<file path="src/rtl/fpu_ss_pkg.sv">
`default_nettype none
// ============================================================================
//  Module   : fpu_ss_pkg
//  Purpose  : Shared types and constants for the FPU subsystem writeback path.
//  Revision : 1.0 - initial release
// ============================================================================
package fpu_ss_pkg;

  localparam int FpNumRegs = 32;

  // Writeback source identity; also used as the round-robin favour pointer.
  typedef enum logic [0:0] {
    WB_FPU = 1'b0,
    WB_LSU = 1'b1
  } wb_src_e;

endpackage
`default_nettype wire

</file>
<file path="src/rtl/fpu_ss_wb_ctrl_if.sv">
`default_nettype none
// ============================================================================
//  Module   : fpu_ss_wb_ctrl_if
//  Purpose  : Issue, FPU/LSU writeback and register-file write bundle.
//             Signal suffixes are from the controller's point of view.
//  Revision : 1.0 - initial release
// ============================================================================
interface fpu_ss_wb_ctrl_if #(
  parameter int AddrWidth = 5,
  parameter int DataWidth = 32,
  parameter int NumRs     = 3
);
  // Issue stage
  logic                            issue_valid_i;
  logic                            issue_we_i;
  logic [AddrWidth-1:0]            issue_rd_i;
  logic [NumRs-1:0][AddrWidth-1:0] issue_rs_i;
  logic [NumRs-1:0]                issue_rs_en_i;
  logic                            issue_ready_o;
  // FPU result path
  logic                            fpu_valid_i;
  logic [AddrWidth-1:0]            fpu_rd_i;
  logic [DataWidth-1:0]            fpu_data_i;
  logic                            fpu_ready_o;
  // LSU load path
  logic                            lsu_valid_i;
  logic [AddrWidth-1:0]            lsu_rd_i;
  logic [DataWidth-1:0]            lsu_data_i;
  logic                            lsu_ready_o;
  // Register-file write port
  logic                            rf_we_o;
  logic [AddrWidth-1:0]            rf_waddr_o;
  logic [DataWidth-1:0]            rf_wdata_o;

  // Environment side: drives requests, observes grants and the write port.
  modport master (
    output issue_valid_i, issue_we_i, issue_rd_i, issue_rs_i, issue_rs_en_i,
    output fpu_valid_i, fpu_rd_i, fpu_data_i,
    output lsu_valid_i, lsu_rd_i, lsu_data_i,
    input  issue_ready_o, fpu_ready_o, lsu_ready_o,
    input  rf_we_o, rf_waddr_o, rf_wdata_o
  );

  // Controller side.
  modport slave (
    input  issue_valid_i, issue_we_i, issue_rd_i, issue_rs_i, issue_rs_en_i,
    input  fpu_valid_i, fpu_rd_i, fpu_data_i,
    input  lsu_valid_i, lsu_rd_i, lsu_data_i,
    output issue_ready_o, fpu_ready_o, lsu_ready_o,
    output rf_we_o, rf_waddr_o, rf_wdata_o
  );
endinterface
`default_nettype wire

</file>
<file path="src/rtl/fpu_ss_rr_arb2.sv">
`default_nettype none
// ============================================================================
//  Module   : fpu_ss_rr_arb2
//  Purpose  : Two-input round-robin arbiter with one-hot grant.
//             Bit 0 = FPU, bit 1 = LSU. The favour pointer only moves when
//             both inputs contend, so a lone requester never steals a turn.
//  Revision : 1.0 - initial release
// ============================================================================
module fpu_ss_rr_arb2
  import fpu_ss_pkg::*;
(
  input  wire logic       clk_i,
  input  wire logic       rst_ni,
  input  wire logic [1:0] i_req,
  output logic      [1:0] o_gnt
);

  wb_src_e    r_rr;
  wb_src_e    w_rr_d;
  logic [1:0] w_gnt;

  // Grant selection and next favour pointer.
  always_comb begin
    w_gnt  = i_req;
    w_rr_d = r_rr;
    if (i_req == 2'b11) begin
      if (r_rr == WB_FPU) begin
        w_gnt  = 2'b01;
        w_rr_d = WB_LSU;
      end else begin
        w_gnt  = 2'b10;
        w_rr_d = WB_FPU;
      end
    end
  end

  // Favour pointer register; FPU first out of reset.
  always_ff @(posedge clk_i or negedge rst_ni) begin
    if (!rst_ni) r_rr <= WB_FPU;
    else         r_rr <= w_rr_d;
  end

  // No grant while reset is held, even if requesters are still asserted.
  assign o_gnt = w_gnt & {2{rst_ni}};

endmodule
`default_nettype wire

</file>
<file path="src/rtl/fpu_ss_wb_ctrl.sv">
`default_nettype none
// ============================================================================
//  Module   : fpu_ss_wb_ctrl
//  Purpose  : Owns the FP register-file write port. Round-robin arbitrates
//             FPU and LSU writebacks and keeps a busy-bit scoreboard that
//             holds off issue on RAW/WAW hazards.
//  Revision : 1.0 - initial release
// ============================================================================
module fpu_ss_wb_ctrl
  import fpu_ss_pkg::*;
#(
  parameter int NumRegs   = FpNumRegs,
  parameter int AddrWidth = $clog2(NumRegs),
  parameter int DataWidth = 32,
  parameter int NumRs     = 3
) (
  input  wire logic         clk_i,
  input  wire logic         rst_ni,
  fpu_ss_wb_ctrl_if.slave   bus,
  output logic [NumRegs-1:0] busy_o
);

  logic [NumRegs-1:0]   r_busy;
  logic [NumRegs-1:0]   w_busy_d;
  logic [1:0]           w_gnt;
  logic                 w_we;
  logic [AddrWidth-1:0] w_waddr;
  logic [DataWidth-1:0] w_wdata;
  logic [NumRs-1:0]     w_raw;
  logic                 w_waw;
  logic                 w_ready;
  logic                 w_issue_fire;

  fpu_ss_rr_arb2 u_arb (
    .clk_i  (clk_i),
    .rst_ni (rst_ni),
    .i_req  ({bus.lsu_valid_i, bus.fpu_valid_i}),
    .o_gnt  (w_gnt)
  );

  assign w_we = |w_gnt;

  // Write-port mux; address and data read as zero when nothing is granted.
  always_comb begin
    w_waddr = '0;
    w_wdata = '0;
    if (w_gnt[0]) begin
      w_waddr = bus.fpu_rd_i;
      w_wdata = bus.fpu_data_i;
    end else if (w_gnt[1]) begin
      w_waddr = bus.lsu_rd_i;
      w_wdata = bus.lsu_data_i;
    end
  end

  // Hazard checks look only at the registered scoreboard, so a writeback
  // in flight this cycle unblocks issue one cycle later.
  for (genvar g = 0; g < NumRs; g++) begin : g_rs
    assign w_raw[g] = bus.issue_rs_en_i[g] & r_busy[bus.issue_rs_i[g]];
  end

  assign w_waw        = bus.issue_we_i & r_busy[bus.issue_rd_i];
  assign w_ready      = rst_ni & ~w_waw & ~(|w_raw);
  assign w_issue_fire = bus.issue_valid_i & w_ready;

  // Scoreboard update: clear on writeback first, then set on issue so that
  // a same-cycle set and clear of one register leaves it busy.
  always_comb begin
    w_busy_d = r_busy;
    if (w_we) w_busy_d[w_waddr] = 1'b0;
    if (w_issue_fire && bus.issue_we_i) w_busy_d[bus.issue_rd_i] = 1'b1;
  end

  // Scoreboard register.
  always_ff @(posedge clk_i or negedge rst_ni) begin
    if (!rst_ni) r_busy <= '0;
    else         r_busy <= w_busy_d;
  end

  assign bus.issue_ready_o = w_ready;
  assign bus.fpu_ready_o   = w_gnt[0];
  assign bus.lsu_ready_o   = w_gnt[1];
  assign bus.rf_we_o       = w_we;
  assign bus.rf_waddr_o    = w_waddr;
  assign bus.rf_wdata_o    = w_wdata;
  assign busy_o            = r_busy;

endmodule
`default_nettype wire

</file>
<file path="src/flat_wrapper.sv">
// flat-port wrapper written by rule: the top's interface ports become plain ports
module fpu_ss_wb_ctrl_flat import fpu_ss_pkg::*;
#(
  parameter int NumRegs   = FpNumRegs,
  parameter int AddrWidth = $clog2(NumRegs),
  parameter int DataWidth = 32,
  parameter int NumRs     = 3
)
  (clk_i, rst_ni, busy_o, bus_issue_valid_i, bus_issue_we_i, bus_issue_rd_i, bus_issue_rs_i, bus_issue_rs_en_i, bus_fpu_valid_i, bus_fpu_rd_i, bus_fpu_data_i, bus_lsu_valid_i, bus_lsu_rd_i, bus_lsu_data_i, bus_issue_ready_o, bus_fpu_ready_o, bus_lsu_ready_o, bus_rf_we_o, bus_rf_waddr_o, bus_rf_wdata_o);
  fpu_ss_wb_ctrl_if #(.AddrWidth(AddrWidth), .DataWidth(DataWidth), .NumRs(NumRs)) bus_i ();
  input  wire logic clk_i;
  input  wire logic rst_ni;
  output logic [NumRegs-1:0] busy_o;
  input wire logic [$bits(bus_i.issue_valid_i)-1:0] bus_issue_valid_i;
  input wire logic [$bits(bus_i.issue_we_i)-1:0] bus_issue_we_i;
  input wire logic [$bits(bus_i.issue_rd_i)-1:0] bus_issue_rd_i;
  input wire logic [$bits(bus_i.issue_rs_i)-1:0] bus_issue_rs_i;
  input wire logic [$bits(bus_i.issue_rs_en_i)-1:0] bus_issue_rs_en_i;
  input wire logic [$bits(bus_i.fpu_valid_i)-1:0] bus_fpu_valid_i;
  input wire logic [$bits(bus_i.fpu_rd_i)-1:0] bus_fpu_rd_i;
  input wire logic [$bits(bus_i.fpu_data_i)-1:0] bus_fpu_data_i;
  input wire logic [$bits(bus_i.lsu_valid_i)-1:0] bus_lsu_valid_i;
  input wire logic [$bits(bus_i.lsu_rd_i)-1:0] bus_lsu_rd_i;
  input wire logic [$bits(bus_i.lsu_data_i)-1:0] bus_lsu_data_i;
  output wire logic [$bits(bus_i.issue_ready_o)-1:0] bus_issue_ready_o;
  output wire logic [$bits(bus_i.fpu_ready_o)-1:0] bus_fpu_ready_o;
  output wire logic [$bits(bus_i.lsu_ready_o)-1:0] bus_lsu_ready_o;
  output wire logic [$bits(bus_i.rf_we_o)-1:0] bus_rf_we_o;
  output wire logic [$bits(bus_i.rf_waddr_o)-1:0] bus_rf_waddr_o;
  output wire logic [$bits(bus_i.rf_wdata_o)-1:0] bus_rf_wdata_o;
  assign bus_i.issue_valid_i = bus_issue_valid_i;
  assign bus_i.issue_we_i = bus_issue_we_i;
  assign bus_i.issue_rd_i = bus_issue_rd_i;
  assign bus_i.issue_rs_i = bus_issue_rs_i;
  assign bus_i.issue_rs_en_i = bus_issue_rs_en_i;
  assign bus_i.fpu_valid_i = bus_fpu_valid_i;
  assign bus_i.fpu_rd_i = bus_fpu_rd_i;
  assign bus_i.fpu_data_i = bus_fpu_data_i;
  assign bus_i.lsu_valid_i = bus_lsu_valid_i;
  assign bus_i.lsu_rd_i = bus_lsu_rd_i;
  assign bus_i.lsu_data_i = bus_lsu_data_i;
  assign bus_issue_ready_o = bus_i.issue_ready_o;
  assign bus_fpu_ready_o = bus_i.fpu_ready_o;
  assign bus_lsu_ready_o = bus_i.lsu_ready_o;
  assign bus_rf_we_o = bus_i.rf_we_o;
  assign bus_rf_waddr_o = bus_i.rf_waddr_o;
  assign bus_rf_wdata_o = bus_i.rf_wdata_o;
  fpu_ss_wb_ctrl #(.NumRegs(NumRegs), .AddrWidth(AddrWidth), .DataWidth(DataWidth), .NumRs(NumRs)) u_core (.clk_i(clk_i), .rst_ni(rst_ni), .bus(bus_i), .busy_o(busy_o));
endmodule
</file>
<file path="config.mk">
export PLATFORM = sky130hd
export DESIGN_NAME = fpu_ss_wb_ctrl_flat
export DESIGN_NICKNAME = d
export VERILOG_FILES = /design/src/rtl/fpu_ss_pkg.sv /design/src/rtl/fpu_ss_wb_ctrl_if.sv /design/src/rtl/fpu_ss_rr_arb2.sv /design/src/rtl/fpu_ss_wb_ctrl.sv /design/src/flat_wrapper.sv
export SDC_FILE = /design/constraint.sdc
export NUM_CORES = 1
export LEC_CHECK = 0
export ABC_AREA = 1
export CAP_MARGIN = 25
export CORE_UTILIZATION = 46
export CTS_BUF_LIST = sky130_fd_sc_hd__clkbuf_8
export CTS_CLUSTER_DIAMETER = 80
export DETAILED_ROUTE_END_ITERATION = 8
export GPL_TIMING_DRIVEN = 0
export PLACE_DENSITY = 0.87
export RECOVER_POWER = 50
export SETUP_SLACK_MARGIN = 0.05
export SLEW_MARGIN = 20
export SYNTH_ARGS = -nofsm -noshare
export SYNTH_HDL_FRONTEND = slang
export SYNTH_SLANG_ARGS = --single-unit
export TNS_END_PERCENT = 10
</file>
<file path="constraint.sdc">
create_clock -name clk_i -period 3 [get_ports clk_i]
set_clock_uncertainty 0.05 [all_clocks]
set_input_delay 0.6 -clock clk_i [delete_from_list [all_inputs] [get_ports clk_i]]
set_output_delay 0.6 -clock clk_i [all_outputs]
set_load 0.02 [all_outputs]
</file>
# Yosys cells after proc, flatten, opt, wreduce, memory -nomap -nowiden
# Index checks and enable logic that the tools add are counted.
[classes] n_lt_le_gt_ge=7 eq_ne=1 mux=21 n_bitwise=13 reduce_logical=5
[op_table] cell="32-bit two-way mux" n=4
[op_table] cell="32-bit AND" n=1
[op_table] cell="32-bit NOT" n=1
[op_table] cell="32-bit OR" n=1
[op_table] cell="5-bit by 6-bit less-than comparator with 1-bit output (second input constant)" n=5
[op_table] cell="1-bit binary-select mux with 5-bit select" n=4
[op_table] cell="1-bit demux with 5-bit select" n=2
[op_table] cell="5-bit by 1-bit >= comparator with 1-bit output (second input constant)" n=2
[op_table] cell="5-bit two-way mux" n=2
[op_table] cell="1-bit AND" n=7
[op_table] cell="1-bit two-way mux" n=7
[op_table] cell="2-bit two-way mux" n=2
[op_table] cell="1-bit logical AND" n=3
[op_table] cell="3-bit OR reduction" n=1
[op_table] cell="2-bit AND" n=1
[op_table] cell="2-bit equality test (second input constant)" n=1
[op_table] cell="1-bit NOT" n=2
[op_table] cell="2-bit OR reduction" n=1
[word_totals] regBits=33 inputBits=103 output_inout_bits=73 wordCells=49

# Logic depth before layout (Yosys ltp)
[logic_depth] word_depth=14 depth_mapped=15 ltp_nobuf=14

# Hierarchy
# Synthesis repeated with hierarchy kept, for this count alone.
[hier_totals] hier_cells=580 hier_area_um2=3579.7
[by_module_without_submodules] module="fpu_ss_wb_ctrl" instances=1 cells_each=570 area_each_um2=3517.1 seq_area_each_um2=800.8
[by_module_without_submodules] module="fpu_ss_rr_arb2" instances=1 cells_each=10 area_each_um2=62.6 seq_area_each_um2=25.0

# Least setup slack after synthesis
# Ideal clock, no wire load.
[synth_timing] kind="input -> output" startpoint="in bus_fpu_valid_i" endpoint="out bus_rf_wdata_o[22]" arrival_time_ps=1865 slack_ps=485 path_stages=7 path_buffers=1 cell_sequence="nand2_1 nor2_1 inv_1 nand3_1 inv_1 buf_1 a22o_1"
[synth_between] elab_chain_len=5
[synth_lines] item="start: declaration" line="flat_wrapper.sv:19" source="input wire logic [$bits(bus_i.fpu_valid_i)-1:0] bus_fpu_valid_i;"
[synth_lines] item="2-bit equality test" line="fpu_ss_rr_arb2.sv:26" source="if (i_req == 2'b11) begin"
[synth_lines] item="2-bit two-way mux" line="fpu_ss_rr_arb2.sv:26"
[synth_lines] item="2-bit AND" line="fpu_ss_rr_arb2.sv:44" source="assign o_gnt = w_gnt & {2{rst_ni}};"
[synth_lines] item="via bus_lsu_ready_o" line="flat_wrapper.sv:27" source="output wire logic [$bits(bus_i.lsu_ready_o)-1:0] bus_lsu_ready_o;"
[synth_lines] item="32-bit two-way mux" line="fpu_ss_wb_ctrl.sv:50" source="end else if (w_gnt[1]) begin"
[synth_lines] item="32-bit two-way mux" line="fpu_ss_wb_ctrl.sv:47" source="if (w_gnt[0]) begin"
[synth_lines] item="end: declaration" line="flat_wrapper.sv:30" source="output wire logic [$bits(bus_i.rf_wdata_o)-1:0] bus_rf_wdata_o;"
# The timed path passes the listed nets, and every way through them passes these cells.

# Worst setup path in the final report
[layout_timing] startpoint="in bus_fpu_valid_i" endpoint="out bus_rf_wdata_o[14]"
[layout_between] elab_chain_len=5
[layout_lines] item="2-bit equality test" line="fpu_ss_rr_arb2.sv:26"
[layout_lines] item="2-bit two-way mux (*)" line="fpu_ss_rr_arb2.sv:26"
[layout_lines] item="2-bit AND (*)" line="fpu_ss_rr_arb2.sv:44"
[layout_lines] item="32-bit two-way mux" line="fpu_ss_wb_ctrl.sv:50"
[layout_lines] item="32-bit two-way mux (*)" line="fpu_ss_wb_ctrl.sv:47"
# Every way passes the cells marked *; elsewhere a longest branch is shown, timed or not.

==> metrics.md <==
| Metric | Value |
|---|---|
| Status | `completed` |
| Die width | `about 92 um` |
| PD cells | `between 300 and 400 nW/um2` |
| Antenna violations before repair | `0` |
| Effective utilization at floorplan | `between 40 and 50%` |
| Routability-driven placement congestion ratio | `around 0.94` |
| FF+latch count, synth | `33` |
| Worst-Skew Late Latency | `0.29 ns` |
| Crit end category | `primary output` |
| Vias per cell | `roughly 5.9` |
| GR peak layer | `met2` |
| Commonest cells after routing, fill and taps aside | `nand2_1, clkdlybuf4s50_1, nand3_1, inv_1, nor2_1` |
| Worst slew pin tran | `about 0.47 ns` |
| Post-route DRC | `0` |
| RSZ-0062 raised after global routing | `yes` |
| Worst Reg-to-Reg Cells | `13` |
| GR Util met3 | `under 10%` |
| Fin. Hold Viols | `0` |
| P&R area growth vs syn | `52.0%` |
| Critical Path RT | `about 2.4 ns` |
| Global Route Usage Sum | `between 30% and 40%` |
| Worst-path fanout max | `10` |
| Largest net degree at the start of global routing | `20` |
| First-pass GRT wire length | `around 24000 um` |
| Hold WS | `0.131 ns` |
| H-tree levels | `2` |
| Clock root buffer master | `clkbuf_8` |
| Final period util | `96.0%` |
| Final ANT Viol Nets | `0` |
| Total CTS buffers | `5` |
| Syn Inst Count | `roughly 590` |
| Fin crit period | `2.88 ns` |
| Crit start category | `primary input` |
| Max-cap viol count | `0` |
| Worst Hold Class | `in2async` |
| Met2 usage | `63.6%` |
| Row cnt | `32` |
| Core box area | `between 7000 and 8000 um2` |
| Fill count | `622` |
| Final core occ | `around 73%` |
| P_leak | `roughly 2.8 nW` |
| Hold-fix buffers, CTS | `0` |
| Post-DP Area | `5550 um2` |
| Wire per inst | `~18 um` |
| Max Slew Vio Count | `0` |
| # nets final | `roughly 870` |
| Die area | `8430 um2` |
| Mapped Nets | `~690` |
| Design Power | `around 0.0019 W` |
| Mean post-synth cell area | `around 6.3 um2` |
| Seq/Total Area, Yosys | `between 20% and 30%` |
| Drt first pass iters | `5` |
| Post-Synthesis Cell Area | `between 3000 and 4000 um2` |
| Maximum VDD drop | `roughly 190 uV` |
| Most common cell after layout, fill and taps aside | `nand2_1` |
| Synth warn | `0` |
| Number of global-route vias before repair | `4766` |
| CTS tree | `built` |
| Iter 0 DRT Violations | `roughly 430` |
| Clock transition at path regs | `about 0.070 ns` |
| Vias | `5135` |
| Max Buffers Root-to-Sink | `2` |
| Design Area, Final | `roughly 5600 um2` |
| Routed Wire Length | `approximately 16000 um` |
| Slew HR | `a little under 70%` |
| HPWL after DPL | `approximately 12000 um` |
| Met1 usage | `42.5%` |
| I/O pin count | `176` |
| Clk sink count | `33` |
| GRT overflow | `0` |
| Critical Path AT | `between 2 and 2.5 ns` |
| Layout cells sized above 1 | `approximately 17%` |
| Setup Viol. Count Final | `0` |
| Die height | `approximately 92 um` |
| Fmax | `between 300 and 400 MHz` |
| Library cells used by synthesis | `29` |
| PortBufs | `169` |
| Crit path kind | `in2out` |
| ANT cells | `0` |
path summary, 6_finish.rpt:
check | from | slack [ns] | to
min in group clk_i | u_core.u_arb.r_rr | 0.49 | u_core.u_arb.r_rr
worst max register to register | u_core.busy_o[10] | 0.97 | u_core.busy_o[3]
worst max-delay path | bus_fpu_valid_i | 0.12 | bus_rf_wdata_o[14]
max in group asynchronous | rst_ni | 2.38 | u_core.busy_o[22]
worst min register to register | u_core.u_arb.r_rr | 0.49 | u_core.u_arb.r_rr
worst min-delay path | rst_ni | 0.13 | u_core.busy_o[8]
through the flow:
stage               setup slack, ns  instances  setup TNS [ns]
global placement              -1.97        856         -103.78
floorplan                     0.485        585               0
finish                        0.119        866               0
CTS                         -0.0533        866         -0.0860
detailed placement           -0.636        857          -19.13
global route                 0.0196        866               0
layout make-up:
| cell class | count | area, um2 | area share, % |
|---|---|---|---|
| multi-input combinational | 473 | 2470 | 43.8 |
| buffer | 28 | 287 | 5.08 |
| clock inverter | 2 | 33.8 | 0.599 |
| inverter | 51 | 199 | 3.53 |
| timing repair buffer | 171 | 1610 | 28.6 |
| sequential | 33 | 826 | 14.6 |
| tap | 102 | 128 | 2.26 |
| clock buffer | 6 | 82.6 | 1.46 |
cell families after synthesis:
group | share of synthesized area, %
buf+inv | 12.5
simple gates | 50.4
flops | 22.3
compound gates | 14.8
metal layers:
metal / vias up / share of wire, %
met4: 0 / 6.4
met2: 391 / 48
met1: 2374 / 34
met5: - / 0
met3: 63 / 11
li1: 2307 / -
sequential cells by signal, summed over array words and instances, names as in the netlist:
name	cells
u_core.busy_o	32
u_core.u_arb.r_rr	1
power breakdown:
part	total (W)	internal (W)	switching, W
combinational	0.000816	0.000363	0.000453
clock	0.000443	0.000268	0.000176
sequential	0.000595	0.000484	0.000111
total	0.00185	0.00111	0.000739
cell usage after synthesis, drive strengths merged:
library cell  number  share of area [%]
a21oi              6               0.81
a22o              32                7.6
buf               23                6.2
clkbuf             5                1.0
dfrtp             33                 22
inv               51                5.3
nand2            217                 22
nand3            124                 22
nand4              3               0.51
nor2              40                4.6
nor3               8                1.1
o21ai             38                5.1
o22ai              5                1.3
repair_timing:
item	4_1_cts	5_1_grt
setup endpoints to repair	41	31
pin swaps	1	0
setup buffers	1	0
gates resized for setup	89	56
worst max-delay path, cell delays in order:
cell             delay, ns
clkdlybuf4s50_1       0.51
nand2_1               0.10
nor2_1                0.09
inv_1                 0.08
nand3_4               0.12
inv_4                 0.07
buf_4                 0.17
a22o_1                0.19
clkdlybuf4s15_1       0.29
No activity file was read; power rests on OpenSTA's default activity.
